File: src/rtl/wb_regfile_flags.sv
// Writeback stage: one-entry writeback register, 16 x DW register file with R0 tied
// to zero, two bypassed combinational read ports, and Z/V/N flags updated on commit.
module wb_regfile_flags #(
  parameter int DW   = 16,
  parameter int NREG = 16,
  localparam int AW  = $clog2(NREG)
) (
  input  logic          clk,
  input  logic          rst,
  input  logic          ex_vld,
  input  logic [3:0]    ex_op,
  input  logic [AW-1:0] ex_rd,
  input  logic          ex_wen,
  input  logic [DW-1:0] ex_result,
  input  logic          ex_ovfl,
  input  logic [AW-1:0] rd_addr1,
  input  logic [AW-1:0] rd_addr2,
  output logic [DW-1:0] rd_data1,
  output logic [DW-1:0] rd_data2,
  output logic          flag_z,
  output logic          flag_v,
  output logic          flag_n
);

  localparam logic [3:0] OP_ADD = 4'b0000;
  localparam logic [3:0] OP_SUB = 4'b0001;
  localparam logic [3:0] OP_XOR = 4'b0010;
  localparam logic [3:0] OP_SLL = 4'b0100;
  localparam logic [3:0] OP_SRA = 4'b0101;
  localparam logic [3:0] OP_ROR = 4'b0110;

  logic          wb_vld;
  logic [3:0]    wb_op;
  logic [AW-1:0] wb_rd;
  logic          wb_wen;
  logic [DW-1:0] wb_data;
  logic          wb_ovfl;
  logic [DW-1:0] regs [NREG];

  logic wb_live;
  logic wb_commit;

  assign wb_live   = wb_vld & wb_wen;
  assign wb_commit = wb_live & (wb_rd != '0);

  // Stage 1: capture the execute result into the writeback entry
  always_ff @(posedge clk) begin
    if (rst) begin
      wb_vld <= 1'b0;
    end else begin
      wb_vld <= ex_vld;
    end
    wb_op   <= ex_op;
    wb_rd   <= ex_rd;
    wb_wen  <= ex_wen;
    wb_data <= ex_result;
    wb_ovfl <= ex_ovfl;
  end

  // Stage 2: commit the pending entry to the array and the flags
  always_ff @(posedge clk) begin
    if (rst) begin
      for (int i = 0; i < NREG; i++) regs[i] <= '0;
    end else if (wb_commit) begin
      regs[wb_rd] <= wb_data;
    end
  end

  always_ff @(posedge clk) begin
    if (rst) begin
      flag_z <= 1'b0;
      flag_v <= 1'b0;
      flag_n <= 1'b0;
    end else if (wb_vld) begin
      case (wb_op)
        OP_ADD, OP_SUB: begin
          flag_z <= (wb_data == '0);
          flag_n <= wb_data[DW-1];
          flag_v <= wb_ovfl;
        end
        OP_XOR, OP_SLL, OP_SRA, OP_ROR: begin
          flag_z <= (wb_data == '0);
        end
        default: begin
        end
      endcase
    end
  end

  // R0 check last so a pending write to R0 can never leak through the bypass
  always_comb begin
    rd_data1 = regs[rd_addr1];
    if (wb_live && (wb_rd == rd_addr1)) rd_data1 = wb_data;
    if (rd_addr1 == '0) rd_data1 = '0;
  end

  always_comb begin
    rd_data2 = regs[rd_addr2];
    if (wb_live && (wb_rd == rd_addr2)) rd_data2 = wb_data;
    if (rd_addr2 == '0) rd_data2 = '0;
  end

endmodule

File: config.mk
export PLATFORM = sky130hd
export DESIGN_NAME = wb_regfile_flags
export DESIGN_NICKNAME = d
export VERILOG_FILES = /design/src/rtl/wb_regfile_flags.sv
export SDC_FILE = /design/constraint.sdc
export NUM_CORES = 1
export LEC_CHECK = 0
export BUFFER_PORTS_ARGS = -buffer_cell sky130_fd_sc_hd__clkbuf_2
export CORE_UTILIZATION = 62
export DETAILED_ROUTE_END_ITERATION = 12
export PLACE_DENSITY = 0.81
export SLEW_MARGIN = 40
export SYNTH_ARGS = -nofsm -noshare
export SYNTH_HDL_FRONTEND = slang
export SYNTH_SLANG_ARGS = --single-unit
File: constraint.sdc
create_clock -name clk -period 2.6 [get_ports clk]
set_input_delay 0.39 -clock clk [delete_from_list [all_inputs] [get_ports clk]]
set_output_delay 0.39 -clock clk [all_outputs]
set_load 0.1 [all_outputs]
**Word-level counts from Yosys, hierarchy flattened**

Memories as Yosys holds them, arrays and structs flattened.
Index checks and enable logic that the tools add are counted.
W data, S select, Z words.

- Register bits after elaboration: 30
- RAM bits: 256
- Input bits: 37
- Output and inout port bits: 35
- Logic and storage cells: 43
- Memories kept: 1

- Eq/ne operators: 7
- Mux-type cells: 12
- Bitwise operators: 2
- Reduce and logical (&&, ||, !) cells: 12

Memories:

| memory | depth | width | read ports | clocked after memory_dff | write ports | line | source |
|---|---|---|---|---|---|---|---|
| regs | 16 | 16 | 2 | 0 | 16 | 38 | `logic [DW-1:0] regs [NREG];` |

Operators with widths:

| kind | count |
|---|---|
| $mux W16 | 5 |
| $logic_not A16 Y1 | 1 |
| $reduce_or A16 Y1 | 1 |
| $eq A4 B3 Y1 const B | 3 |
| $logic_not A4 Y1 | 3 |
| $eq A4 B4 Y1 | 2 |
| $mux W1 | 6 |
| $reduce_or A6 Y1 | 1 |
| $eq A4 B1 Y1 const B | 1 |
| $eq A4 B2 Y1 const B | 1 |
| $mux W4 | 1 |
| $reduce_and A2 Y1 | 2 |
| $reduce_bool A4 Y1 | 1 |
| $and A1 B1 Y1 | 2 |
| $logic_and A1 B1 Y1 | 2 |
| $reduce_or A2 Y1 | 1 |

**Logic depth before layout (Yosys ltp)**

- Depth in word-level cells: 7
- Mapped depth: 8
- Gate-level depth less buffers: 4

**Least setup slack after synthesis**

Ideal clock, no wire load.

- Path type: in2out
- Start: input rd_addr2[1]
- End: output rd_data2[10]
- Arrival: 3.136 ns
- Required time: 2.210 ns
- Slack: -0.926 ns
- Stages on the path: 7
- Path buffers: 3
- Cells stage by stage: buf_2 > or3b_1 > clkbuf_1 > buf_2 > o22ai_1 > a211oi_1 > a31oi_1

- Longest elaborated chain between the ends: 4
- Elaborated cells between the ends (all ways): 6
- Classes of those cells: eq/ne: 1; mux: 2; reduce/logical: 2; memory: 1

RTL lines:

| item | line | source |
|---|---|---|
| start: declaration | 17 | `input logic [AW-1:0] rd_addr2,` |
| parallel branches: the longest is 3 deep, another holds $mem_v2 Z16 W16 | -- |  |
| $mux W16 (*) | 100 | `if (rd_addr2 == '0) rd_data2 = '0;` |
| end: declaration | 19 | `output logic [DW-1:0] rd_data2,` |

Every way passes the cells marked *.

==> flow_summary.ini <==
[synth]
synthCells = 1095
seq_area_frac_synth = 0.555
synth-compound-area-share = 0.0742
synthAdderAreaFrac = 0
synth_area_leaders = edfxtp_1, and2_1, mux4_2
ys_ff_latch = 286
yosysTopAreaCell = edfxtp_1
yosys.area_share.simple = 0.144
synth-xor-area-share = 0.00352
yosys_warnings = 0
synth_mux_area_frac = 0.186
synth-edff-count = 256
netlist_top_cells_count = edfxtp_1, and2_1, mux2i_1
synth.distinct_cells = 43
mappedNetlistArea_mm2 = 0.0149
synth_top_family_by_area = multiplexers
synthFlopType = edfxtp_1
synth_top_area_share = 0.515
async_flop_share = 0
synth_most_common_cell = edfxtp_1
syn_area_per_cell_um2 = 13.6

[job]
maxCapViolations = 0

[placement]
gp_congestion = 0.920
postPlaceCellArea_mm2 = 0.0170
dpl.cell_count = 1503
place_ws_ps = -195
hpwl_um = 30700
port_buffers = 71

[setup_path]
end_kind = output port
worst_ep_required_time_ps = 2210
cp_max_fo = 2
path_buf_inv = 1
r2r_end = regs[3][8]
reg2reg_slack_ps = 320
crit_family = multiplexers
crit_chain = mux4_2 -> mux2_4 -> a211oi_4 -> a21oi_4 -> buf_12
slowest_delay_ps = 490
worstPathArrival_ps = 2310
slowest_stage = mux4_2
criticalPathCategory = register to output port
startpoint_type = register
r2r_start = wb_rd[0]
rr_worst_depth = 5

[floorplan]
initial_core_util = 0.635
rows = 56
core_mm2 = 0.0235
io_pins = 72
chipHeight_um = 157
dieArea_mm2 = 0.0247
die_w_um = 157

[drt]
ant_nets = 0
drt_pass1_iterations = 5
drt-vias-per-instance = 6.78
vias = 10766
wl_per_cell_um = 28.4
route.detailed.drc = 0
routed_wl_um = 45200
drt-initial-drc-count = 1368

[cells_and_area]
syn2layout_area_growth_pct = 26.3
drive_gt1_frac = 0.338
diodes = 0
final_area_mm2 = 0.0189
layout.cells.non_filler = 1589
finalNetCount = 1283

[global_routing]
grt_remaining_overflow = 0
grt_pass1_vias = 10634
globalRouteTotalUtil = 0.370
grt_max_degree = 33
grt_pass1_wl_um = 65900
antenna_found_initial = 1

[clock_tree]
cts_buffer_depth = 3
cts_buffers = 31
cts_tree = done
clock-sinks = 286
path_clk_slew_ps = 60
cts_max_level = 1
ctsRootBufferMaster = clkbuf_16
clock_latency_ps = 570

[sta]
fin_tns_setup_ps = -292
drv_slew = 0
setup_slack_ps = -97.9
hold_viol = 0
post-route-period-util = 1.04
tightest_slew_ps = 867
final.setup_skew_ps = 14.5
rsz0062_at_grt = true
max_slew_margin = 0.421
period_needed_ps = 2700
timing.fmax_mhz = 371
setup_viol_count_final = 7

[hold_path]
min_path_type = input pin to register
worstHoldStart = ex_vld
holdPathEnd = wb_vld
worstHoldPathCells = 2

[outcome]
violations = setup timing
status = finished with violations

[pwr]
p_per_area_mw_per_mm2 = 621
p_leak_uw = 0.00711
ir_drop_v = 0.000602
## stage by stage
step / util / total power [µW] / hold slack, ps
floorplan: - / 6520 / 418
global placement: 0.720 / 7210 / 452
detailed placement: 0.720 / 7250 / 484
CTS: 0.784 / 11600 / 28.2
global route: 0.801 / 12000 / 44.6
finish: 0.801 / 11700 / 31.2
## cell type report
| class | instances | area, µm² |
|---|---|---|
| Inverter | 2 | 10.0 |
| Clock buffer | 39 | 878 |
| Fill cell | 1269 | 4680 |
| Tap cell | 319 | 399 |
| Multi-Input combinational cell | 718 | 6980 |
| Clock inverter | 18 | 136 |
| Sequential cell | 286 | 8300 |
| Timing Repair Buffer | 207 | 2160 |
## where the power goes
group / leakage (µW) / switching (µW) / internal (µW) / total (µW)
sequential: 0.00292 / 156 / 5170 / 5320
combinational: 0.00369 / 1220 / 794 / 2020
clock: 0.000507 / 1800 / 2570 / 4370
## cells by family (layout without fill, tap and decap cells)
| family | Yosys count | in the layout |
|---|---|---|
| buffers and inverters | 106 | 266 |
| AOI/OAI and AO/OA | 163 | 163 |
| DFF | 286 | 286 |
| xor gates and xnor gates | 6 | 6 |
| and+or+nand+nor | 336 | 336 |
| muxes | 197 | 197 |
| other | 1 | 16 |
## worst max path at each step
stage | from | end | slack, ps | cells past startpoint
after global routing | wb_rd[0] | rd_data1[14] | -140 | 6
after CTS | regs[15][14] | rd_data1[14] | -90 | 5
after floorplan | rd_addr2[1] | rd_data2[10] | -280 | 7
after detailed placement | rd_addr1[1] | rd_data1[2] | -200 | 9
final | regs[14][14] | rd_data1[14] | -100 | 5
after global placement | rd_addr1[1] | rd_data1[2] | -220 | 9
## timing repair
| item | in CTS | in global routing |
|---|---|---|
| endpoints found under the hold margin | 26 | 0 |
| buffers inserted | 1 | 1 |
| hold buffers | 26 | 0 |
| setup endpoints to repair | 32 | 29 |
| pin swaps | 8 | 6 |
| gates cloned | 1 | 1 |
| gates resized for setup | 44 | 69 |
## sequential cells by signal, summed over array words and instances, names as in the netlist
| name | count |
|---|---|
| wb_rd | 4 |
| wb_op | 4 |
| wb_ovfl | 1 |
| wb_data | 16 |
| wb_wen | 1 |
| regs | 256 |
| wb_vld | 1 |
| flag_n | 1 |
| flag_z | 1 |
| flag_v | 1 |
## metal layers
layer / GRT usage / vias to the layer above / share of wire
li1: - / 4493 / -
met1: 0.501 / 5419 / 0.37
met2: 0.603 / 726 / 0.48
met3: 0.0721 / 126 / 0.11
met4: 0.119 / 2 / 0.034
met5: 0 / - / 0.00022
## layout by cell type, fill, tap and decap left out, types with 15 or more instances in the layout
master / count
dlygate4sd3_1: 26
mux4_2: 64
or2_2: 15
a31oi_4: 22
nand3_1: 31
o22ai_1: 51
edfxtp_1: 256
mux2i_1: 129
and2_1: 240
clkbuf_2: 36
buf_12: 44
dfxtp_1: 24
a211oi_2: 22
conb_1: 16
buf_4: 88
clkbuf_16: 34
No activity file was read; power rests on OpenSTA's default activity.
